===== src/rtl/seg7_pkg.sv =====
// Shared types and the hex segment code table for the 7-segment scan receiver.
package seg7_pkg;

    localparam int NIBBLE_W = 4;

    typedef enum logic [1:0] {
        IDLE,
        SETTLE,
        CAPTURE,
        HOLD
    } state_t;

    localparam logic [6:0] SEG_CODE [16] = '{
        7'h40, 7'h79, 7'h24, 7'h30, 7'h19, 7'h12, 7'h02, 7'h78,
        7'h00, 7'h18, 7'h08, 7'h03, 7'h46, 7'h21, 7'h06, 7'h0E
    };

    // Returns {ok, nibble}; ok=0 for any pattern outside the table.
    function automatic logic [NIBBLE_W:0] seg_to_nibble(input logic [6:0] s);
        logic [NIBBLE_W:0] r;
        r = '0;
        for (int i = 0; i < 16; i++) begin
            if (SEG_CODE[i] == s) r = {1'b1, NIBBLE_W'(i)};
        end
        return r;
    endfunction

endpackage


===== src/rtl/seg7_decode.sv =====
// Combinational active-low segment pattern to hex nibble decoder.
module seg7_decode
    import seg7_pkg::*;
(
    input  logic [6:0]          seg,
    output logic [NIBBLE_W-1:0] nibble,
    output logic                ok
);

    always_comb begin
        {ok, nibble} = seg_to_nibble(seg);
    end

endmodule


===== src/rtl/seg7_scan_rx.sv =====
// Samples a scanned digit-select/segment bus and rebuilds the displayed hex word.
module seg7_scan_rx
    import seg7_pkg::*;
#(
    parameter int NDIG    = 4,
    parameter int STABLE  = 4,
    parameter int TIMEOUT = 1024
) (
    input  logic                Clock,
    input  logic                Reset,
    input  logic [NDIG-1:0]     dig_sel,
    input  logic [6:0]          seg,
    output logic [4*NDIG-1:0]   value,
    output logic                value_vld,
    output logic                frame_done,
    output logic                bad_code,
    output logic                stale
);

    localparam int TW = $clog2(TIMEOUT + 1);
    localparam int IW = (NDIG > 1) ? $clog2(NDIG) : 1;
    localparam state_t ARM = (STABLE == 1) ? CAPTURE : SETTLE;

    logic [NDIG-1:0]   sel_q, sel_p, hold_sel, seen, seen_n;
    logic [6:0]        seg_q, seg_p, hold_seg;
    state_t            state, state_n;
    logic [3:0]        cnt, cnt_n;
    logic [TW-1:0]     tcnt;
    logic [4*NDIG-1:0] shadow;
    logic [NIBBLE_W-1:0] dec_nib;
    logic [IW-1:0]     dig_idx;
    logic              one_low, moved, released, do_cap, load_hold;
    logic              dec_ok, full, tmo;

    seg7_decode u_dec (
        .seg    (hold_seg),
        .nibble (dec_nib),
        .ok     (dec_ok)
    );

    always_comb begin
        one_low  = ($countones(~sel_q) == 1);
        moved    = (sel_q != sel_p) || (seg_q != seg_p);
        released = (sel_q != hold_sel) || (seg_q != hold_seg);
        full     = &seen;
        tmo      = (tcnt == TW'(TIMEOUT));
        dig_idx  = '0;
        for (int i = 0; i < NDIG; i++) begin
            if (!hold_sel[i]) dig_idx = IW'(i);
        end
    end

    always_ff @(posedge Clock) begin
        if (Reset) begin
            state <= IDLE;
            cnt   <= '0;
        end else begin
            state <= state_n;
            cnt   <= cnt_n;
        end
    end

    always_comb begin
        state_n = state;
        cnt_n   = cnt;
        unique case (state)
            IDLE: begin
                if (one_low) begin
                    state_n = ARM;
                    cnt_n   = 4'd1;
                end
            end
            SETTLE: begin
                if (moved) begin
                    state_n = one_low ? ARM : IDLE;
                    cnt_n   = 4'd1;
                end else begin
                    cnt_n = cnt + 4'd1;
                    if (cnt >= 4'(STABLE - 1)) state_n = CAPTURE;
                end
            end
            CAPTURE: state_n = HOLD;
            HOLD: begin
                if (released) begin
                    state_n = one_low ? ARM : IDLE;
                    cnt_n   = 4'd1;
                end
            end
            default: state_n = IDLE;
        endcase
    end

    // The validated pair is frozen so that HOLD compares against it.
    always_comb begin
        do_cap    = (state == CAPTURE);
        load_hold = (state != CAPTURE) && (state_n == CAPTURE);
        seen_n    = seen;
        if (full || (tmo && !do_cap)) seen_n = '0;
        if (do_cap && dec_ok) seen_n[dig_idx] = 1'b1;
    end

    always_ff @(posedge Clock) begin
        if (Reset) begin
            sel_q      <= '0;
            seg_q      <= '0;
            sel_p      <= '0;
            seg_p      <= '0;
            hold_sel   <= '0;
            hold_seg   <= '0;
            seen       <= '0;
            shadow     <= '0;
            tcnt       <= '0;
            value      <= '0;
            value_vld  <= 1'b0;
            frame_done <= 1'b0;
            bad_code   <= 1'b0;
            stale      <= 1'b0;
        end else begin
            sel_q      <= dig_sel;
            seg_q      <= seg;
            sel_p      <= sel_q;
            seg_p      <= seg_q;
            seen       <= seen_n;
            frame_done <= full;
            bad_code   <= do_cap && !dec_ok;
            if (load_hold) begin
                hold_sel <= sel_q;
                hold_seg <= seg_q;
            end
            if (do_cap && dec_ok) shadow[4*dig_idx +: 4] <= dec_nib;
            if (full) begin
                value     <= shadow;
                value_vld <= 1'b1;
            end
            if (do_cap) tcnt <= '0;
            else if (!tmo) tcnt <= tcnt + 1'b1;
            if (tmo && !do_cap) stale <= 1'b1;
            else if (full) stale <= 1'b0;
        end
    end

endmodule


===== config.mk =====
export PLATFORM = sky130hd
export DESIGN_NAME = seg7_scan_rx
export DESIGN_NICKNAME = d
export VERILOG_FILES = /design/src/rtl/seg7_pkg.sv /design/src/rtl/seg7_decode.sv /design/src/rtl/seg7_scan_rx.sv
export SDC_FILE = /design/constraint.sdc
export NUM_CORES = 1
export LEC_CHECK = 0
export CORE_MARGIN = 5
export CORE_UTILIZATION = 50
export DETAILED_ROUTE_END_ITERATION = 7
export DONT_BUFFER_PORTS = 1
export RECOVER_POWER = 25
export SETUP_SLACK_MARGIN = 0.05
export SYNTH_ARGS = -nofsm -noshare
export SYNTH_HDL_FRONTEND = slang
export SYNTH_SLANG_ARGS = --single-unit

===== constraint.sdc =====
create_clock -name Clock -period 3.3 [get_ports Clock]
set_input_delay 0.99 -clock Clock [delete_from_list [all_inputs] [get_ports Clock]]
set_output_delay 0.99 -clock Clock [all_outputs]
set_load 0.03 [all_outputs]

==> results_dict.tcl, run 1 <==
set metrics [dict create \
    die_w_um 99.4 \
    placed_area_um2 4000 \
    arrival_ns 2.86 \
    insertion_delay_ns 0.36 \
    endpoint "cnt[2]$_SDFFE_PP0P_" \
    rsz0062_at_grt "false" \
    ant_nets 0 \
    drc 0 \
    pwr_density_cell_nw_per_um2 464 \
    combPwrFrac 0.034 \
    setup_viol 0 \
    worst_pin_slew_ns 0.802 \
    final_core_util 0.539 \
    synth_area_leaders "dfxtp_1, nand2_1, nor2b_1" \
    peakVddDrop_v 0.000341 \
    fin_nets 449 \
    cts-root-buf "clkbuf_8" \
    syn_area_per_cell_um2 9.02 \
    synth_common_cells "dfxtp_1, nand2_1, nor2_1, a21oi_1, nor2b_1" \
    reg2reg_depth 10 \
    r2r-end "cnt[2]$_SDFFE_PP0P_" \
    io_pins 33 \
    synth.most_common_cell "dfxtp_1" \
    syn2layout_area_growth_pct 4.79 \
    yosys.area.top_type "dfxtp_1" \
    final.setup_skew_ns 0.0151 \
    slew_headroom 0.464 \
    p_clk_frac 0.387 \
    crit_chain "fa_1 -> inv_1 -> ha_1 -> ha_1 -> or3b_2 -> nor2_1 -> nor2_1 -> nor2_1 -> nor2_1 -> a211o_1" \
    synth_cell_types 56 \
    crit_path_end_kind "flop" \
    fillers 709 \
    antennaDiodeCount 0 \
    numPortBuffers 0 \
    die_area_um2 9880 \
    synth_seq_cells 90 \
    fp.dieH_um 99.4 \
    cts_hold_buf 0 \
    syn-cell-area_um2 4000 \
    drive_gt1_frac 0.0667 \
    drv_cap 0 \
    cp_common_cell "nor2_1" \
    rr_startpoint "sel_q[0]$_SDFF_PP0_" \
    swShare 0.230 \
    period_needed_ns 2.62 \
    setup_tns_ns 0 \
    grt_antenna_before_repair 0 \
    clkTransAtPathRegs_ns 0.09 \
    final_area_um2 4190 \
    crit_fanout 5 \
    syn-num-nets 462 \
    critical_path_depth 10 \
    cp-startpoint "sel_q[0]$_SDFF_PP0_" \
    critPathTopFamily "adder cells" \
    routedWlPerCell_um 14.1 \
    p_leak_nw 1.43 \
    reg2reg_slack_ns 0.68 \
    finalHoldViolCount 0 \
    dp_hpwl_um 5160 \
    num_vias 2907 \
    gp_congestion 0.785 \
    cts_resized 0 \
    synth_top_area_share 0.451 \
    yosys_warnings 0 \
    cts_made_buffers 9 \
    first_iter_violations 101 \
    grt_pass1_wl_um 13100 \
    finalCritPeriodShare 0.793 \
    p_seq_frac 0.579 \
    critPathBufInv 1 \
    outcome "completed" \
    worstPathRequired_ns 3.55 \
    p_switching_mw 0.447 \
    clockBufferDepth 2 \
    start_kind "flop" \
    max_freq_ghz 0.382 \
    core_um2 7770 \
    ys_seq_area_frac 0.451 \
    grt_max_degree 80 \
    track_usage 0.161 \
    drt_wl_total_um 7580 \
    slowest_delay_ns 0.55 \
    multi_input_area_um2 2000 \
    synth_ff_type "dfxtp_1" \
    worstSetupPathType "reg2reg" \
    overflow 0 \
    hold_path_depth 2 \
    cts_setup_buffers 0 \
    drt_first_pass_iters 4 \
    cts_sinks 90 \
    hp-class "reg2reg" \
    cts_tree "built" \
    slowest_stage "fa_1" \
    initial_utilization 0.515 \
    synth-edff-count 0 \
    grt_pass1_vias 2724 \
    placementRows 32 \
    async_flop_share 0 \
    via_per_inst 5.41 \
    seqCellArea_um2 1800 \
    netlist_instances 443 \
    slew_viol_final 0 \
    h-tree-depth 3 \
    internal_power_mw 1.50 \
]
==> through the flow <==
stage	hold slack (ns)	total power, mW	instances	setup WS (ns)
after global routing	0.470	2.03	537	0.551
after global placement	0.428	1.21	521	0.737
after floorplan	0.427	1.21	443	0.799
after detailed placement	0.436	1.22	521	0.686
after CTS	0.450	1.97	537	0.671
final	0.449	1.94	537	0.684
==> layout make-up <==
cell class | instances | area share
Tap cell | 102 | 0.0305
Clock inverter | 5 | 0.0149
Clock buffer | 11 | 0.0314
Sequential cell | 90 | 0.430
Multi-Input combinational cell | 312 | 0.478
Inverter | 17 | 0.0152
==> layer usage <==
layer	vias up	GRT usage	share of wire
li1	1496	-	-
met3	10	0.0323	0.036
met1	1348	0.216	0.49
met4	0	0.0557	0.013
met5	-	0	0
met2	53	0.260	0.46
==> logic make-up after synthesis <==
logic type | count (synthesis) | synth area share
muxes | 16 | 0.0404
xor gates and xnor gates | 33 | 0.0723
buffers and inverters | 41 | 0.0485
adders and majority gates | 6 | 0.0207
and+or+nand+nor | 181 | 0.231
DFF | 90 | 0.451
AOI/OAI and AO/OA | 76 | 0.136
==> state kept, by name, summed over array words and instances (netlist names) <==
signal,flops
sel_p,4
bad_code,1
cnt,4
seen,4
sel_q,4
seg_q,7
seg_p,7
value_vld,1
state,2
stale,1
hold_seg,7
tcnt,11
value,16
hold_sel,4
frame_done,1
shadow,16
==> worst register-to-register path, stage by stage, from the launching register on <==
cell	delay, ns
dfxtp_1	0.38
fa_1	0.55
inv_1	0.04
ha_1	0.17
ha_1	0.27
or3b_2	0.48
nor2_1	0.10
nor2_1	0.04
nor2_1	0.13
nor2_1	0.09
a211o_1	0.28
==> power groups by stage <==
| stage | logic (mW) | clock network, mW | registers (mW) |
|---|---|---|---|
| 6_report | 0.0664 | 0.752 | 1.12 |
| 4_1_cts | 0.0676 | 0.775 | 1.12 |
| 5_1_grt | 0.0773 | 0.821 | 1.13 |
| 3_3_place_gp | 0.0659 | 0 | 1.15 |
| 2_1_floorplan | 0.0693 | 0 | 1.14 |
| 3_5_place_dp | 0.0670 | 0 | 1.15 |
==> cells in the final DEF (no fill, tap or decap), types with 9 or more instances in the layout <==
| cell | netlist | layout |
|---|---|---|
| dfxtp_1 | 90 | 90 |
| nand2_1 | 48 | 48 |
| nor2_1 | 44 | 44 |
| a21oi_1 | 28 | 28 |
| nor2b_1 | 27 | 27 |
| inv_1 | 17 | 17 |
| xor2_1 | 17 | 17 |
| xnor2_1 | 16 | 16 |
| mux2i_1 | 15 | 15 |
| nand3_1 | 9 | 9 |
| nand4_1 | 9 | 9 |
| clkbuf_8 | 0 | 9 |
==> worst min-delay path by stage <==
stage                                        from                endpoint  slack [ns]
after global routing       shadow[3]$_SDFFE_PP0P_   value[3]$_SDFFE_PP0P_        0.47
after floorplan           shadow[10]$_SDFFE_PP0P_  value[10]$_SDFFE_PP0P_        0.43
after detailed placement   shadow[6]$_SDFFE_PP0P_   value[6]$_SDFFE_PP0P_        0.44
after CTS                  shadow[6]$_SDFFE_PP0P_   value[6]$_SDFFE_PP0P_        0.45
final                     shadow[10]$_SDFFE_PP0P_  value[10]$_SDFFE_PP0P_        0.45
after global placement     shadow[2]$_SDFFE_PP0P_   value[2]$_SDFFE_PP0P_        0.43
No activity file was read; power rests on OpenSTA's default activity.
==> run 2: changes to the inputs <==
--- a/config.mk
+++ b/config.mk
@@ -5,6 +5,7 @@
 export SDC_FILE = /design/constraint.sdc
 export NUM_CORES = 1
 export LEC_CHECK = 0
+export ABC_AREA = 1
 export CORE_MARGIN = 5
 export CORE_UTILIZATION = 50
 export DETAILED_ROUTE_END_ITERATION = 7
==> constraint.sdc (replaced) <==
create_clock -name Clock -period 2.62 [get_ports Clock]
set_input_delay 0.786 -clock Clock [delete_from_list [all_inputs] [get_ports Clock]]
set_output_delay 0.786 -clock Clock [all_outputs]
set_load 0.03 [all_outputs]
==> run 2 against run 1 <==
- first-iteration DRC count is 20% higher
- sequential power is 26% higher
- clock-buffer cell count is 2 lower
- non-clock buffer count is 3 higher
- cell count is 39% higher
- power is 38% higher
- core utilization is 1.7 points higher
- maximum frequency is 12% higher
- clock power is 50% higher
- worst hold slack better by 0.0075 ns
- largest power group unchanged
==> results_dict.tcl, run 2 <==
set metrics [dict create \
    outcome "completed" \
    drv_cap 0 \
    critPathTopFamily "adder cells" \
    top_regs "shadow x16, value x16, tcnt x11" \
    dp_cells 733 \
    rr_startpoint "sel_q[0]$_SDFF_PP0_" \
    yosys_warnings 0 \
    drc 0 \
    ant_nets 0 \
    synth_cell_types 30 \
    min_to "value[4]$_SDFFE_PP0P_" \
    layout_commonest_cell "nor2_1" \
    via_per_inst 4.96 \
    async_flop_share 0 \
    setup_tns_ns 0 \
    slowest_delay_ns 0.55 \
    insertion_delay_ns 0.36 \
    finalNonFillerCells 749 \
    max_freq_ghz 0.427 \
    final.setup_skew_ns 0.00881 \
    slew_viol_final 0 \
    syn-num-nets 660 \
    place_ws_ns 0.204 \
    worst_slack_ns 0.281 \
    syn-cell-area_um2 4280 \
    fin_nets 658 \
    grt_max_degree 45 \
    h-tree-depth 3 \
    cts_tree "built" \
    clkTransAtPathRegs_ns 0.09 \
    crit_path_end_kind "flop" \
    dp_hpwl_um 6610 \
    reg2reg_slack_ns 0.28 \
    arrival_ns 2.58 \
    finalHoldViolCount 0 \
    synth_ff_type "dfxtp_1" \
    period_needed_ns 2.34 \
    num_vias 3718 \
    routedWlPerCell_um 12.0 \
    cts-root-buf "clkbuf_8" \
    worstPathRequired_ns 2.86 \
    crit_fanout 5 \
    first_iter_violations 121 \
    setup_viol 0 \
    syn_area_per_cell_um2 6.68 \
    synth.most_common_cell "nor2_1" \
    core_um2 8260 \
    initial_utilization 0.518 \
    hp-class "reg2reg" \
    placementRows 33 \
    yosys.area.top_type "dfxtp_1" \
    hold_ws_ns 0.456 \
    cts_made_buffers 9 \
    critPathBufInv 1 \
    die_w_um 103 \
    hold_path_depth 2 \
    synth_top_area_share 0.421 \
    track_usage 0.183 \
    rsz0062_at_grt "false" \
    pwr_density_cell_nw_per_um2 581 \
    reg2reg_depth 10 \
    final_cell_mix "nor2_1, nand2_1, dfxtp_1, inv_1, a21oi_1" \
    netlist_instances 641 \
    syn2layout_area_growth_pct 7.40 \
    synth_seq_cells 90 \
    drt_wl_total_um 8960 \
    io_pins 33 \
    power_mw 2.67 \
    final_core_util 0.557 \
    grt_antenna_before_repair 0 \
    antennaDiodeCount 0 \
    drive_gt1_frac 0.0761 \
    start_kind "flop" \
    hold_start "shadow[4]$_SDFFE_PP0P_" \
    ys_seq_area_frac 0.421 \
    synth_area_leaders "dfxtp_1, nor2_1, nand2_1" \
    grt_pass1_vias 3463 \
    worstSetupPathType "reg2reg" \
    fp.dieH_um 103 \
    clockBufferDepth 2 \
    grt_pass1_wl_um 15400 \
    crit_chain "fa_1 -> inv_1 -> ha_1 -> ha_1 -> nor2_1 -> nand2_1 -> o21ai_1 -> nand2_1 -> o21ai_0 -> nor2_1" \
    drt_first_pass_iters 4 \
    synth_common_cells "nor2_1, nand2_1, dfxtp_1, inv_1, a21oi_1" \
    fillers 858 \
    cts_sinks 90 \
    synth-edff-count 0 \
    final_area_um2 4600 \
    slew_headroom 0.364 \
    overflow 0 \
    numPortBuffers 0 \
    slowest_stage "fa_1" \
    placed_area_um2 4360 \
    finalCritPeriodShare 0.893 \
    p_leak_nw 2.16 \
    r2r-end "cnt[2]$_SDFFE_PP0P_" \
    worst_pin_slew_ns 0.948 \
    die_area_um2 10500 \
    peakVddDrop_v 0.000367 \
    gp_congestion 0.877 \
]
-- run 2: changes by cell type after synthesis, moves of 16 or more --
| cell | previous run | this run |
|---|---|---|
| nand2_1 | 48 | 144 |
| inv_1 | 17 | 68 |
| nor2b_1 | 27 | 0 |
| o21ai_0 | 8 | 24 |
| nor2_1 | 44 | 146 |
| nand3_1 | 9 | 31 |
-- run 2: tightest hold or removal path, delay by kind of cell, from the launching register on --
| family | cells | cell delay, ns |
|---|---|---|
| compound gates | 1 | 0.05 |
| flops | 1 | 0.30 |
| buf+inv | 1 | 0.06 |
-- run 2: kinds of logic after synthesis --
| kind of cell | after synthesis | synth area share |
|---|---|---|
| DFF | 90 | 0.421 |
| adders and majority gates | 6 | 0.0193 |
| buffers and inverters | 100 | 0.0898 |
| xor gates and xnor gates | 14 | 0.0287 |
| AOI/OAI and AO/OA | 63 | 0.0743 |
| and+or+nand+nor | 368 | 0.367 |
-- run 2: how the worst max path moves through the flow --
stage                                    from                   to  slack (ns)  depth (start not counted)
after floorplan           sel_q[0]$_SDFF_PP0_  cnt[2]$_SDFFE_PP0P_        0.42                         10
after global placement    sel_q[0]$_SDFF_PP0_  cnt[2]$_SDFFE_PP0P_        0.29                         10
after detailed placement  sel_q[0]$_SDFF_PP0_  cnt[2]$_SDFFE_PP0P_        0.20                         10
after CTS                 sel_q[0]$_SDFF_PP0_  cnt[2]$_SDFFE_PP0P_        0.19                         10
after global routing      sel_q[0]$_SDFF_PP0_  cnt[2]$_SDFFE_PP0P_        0.18                         10
final                     sel_q[0]$_SDFF_PP0_  cnt[2]$_SDFFE_PP0P_        0.28                         10
-- run 2: cell type report --
class / instances / area (um2) / share of cell area
flip-flops and latches: 90 / 1800 / 0.392
multi-input cells: 451 / 2090 / 0.455
clock inverters: 7 / 118 / 0.0256
inverters: 84 / 315 / 0.0686
well taps: 105 / 131 / 0.0286
clock buffers: 9 / 124 / 0.0270
repair buffers: 3 / 15.0 / 0.00327
-- run 2: report_power, final --
part           internal (mW)  switching, mW
combinational         0.0482         0.0778
clock                  0.634          0.501
sequential              1.39         0.0211
-- run 2: repair_timing --
action,in CTS,in global routing
endpoints found under the setup margin,0,1
gates resized for setup,0,1
hold buffers,0,0
setup buffers,0,0
-- run 2: per-layer routing --
metal  vias up  wire length (um)  share of wire  track usage
li1       1985                 -              -            -
met2        53              3880           0.43        0.284
met4         0                93          0.010       0.0474
met5         -                 0              0            0
met3         9               294          0.033       0.0528
met1      1671              4700           0.52        0.251
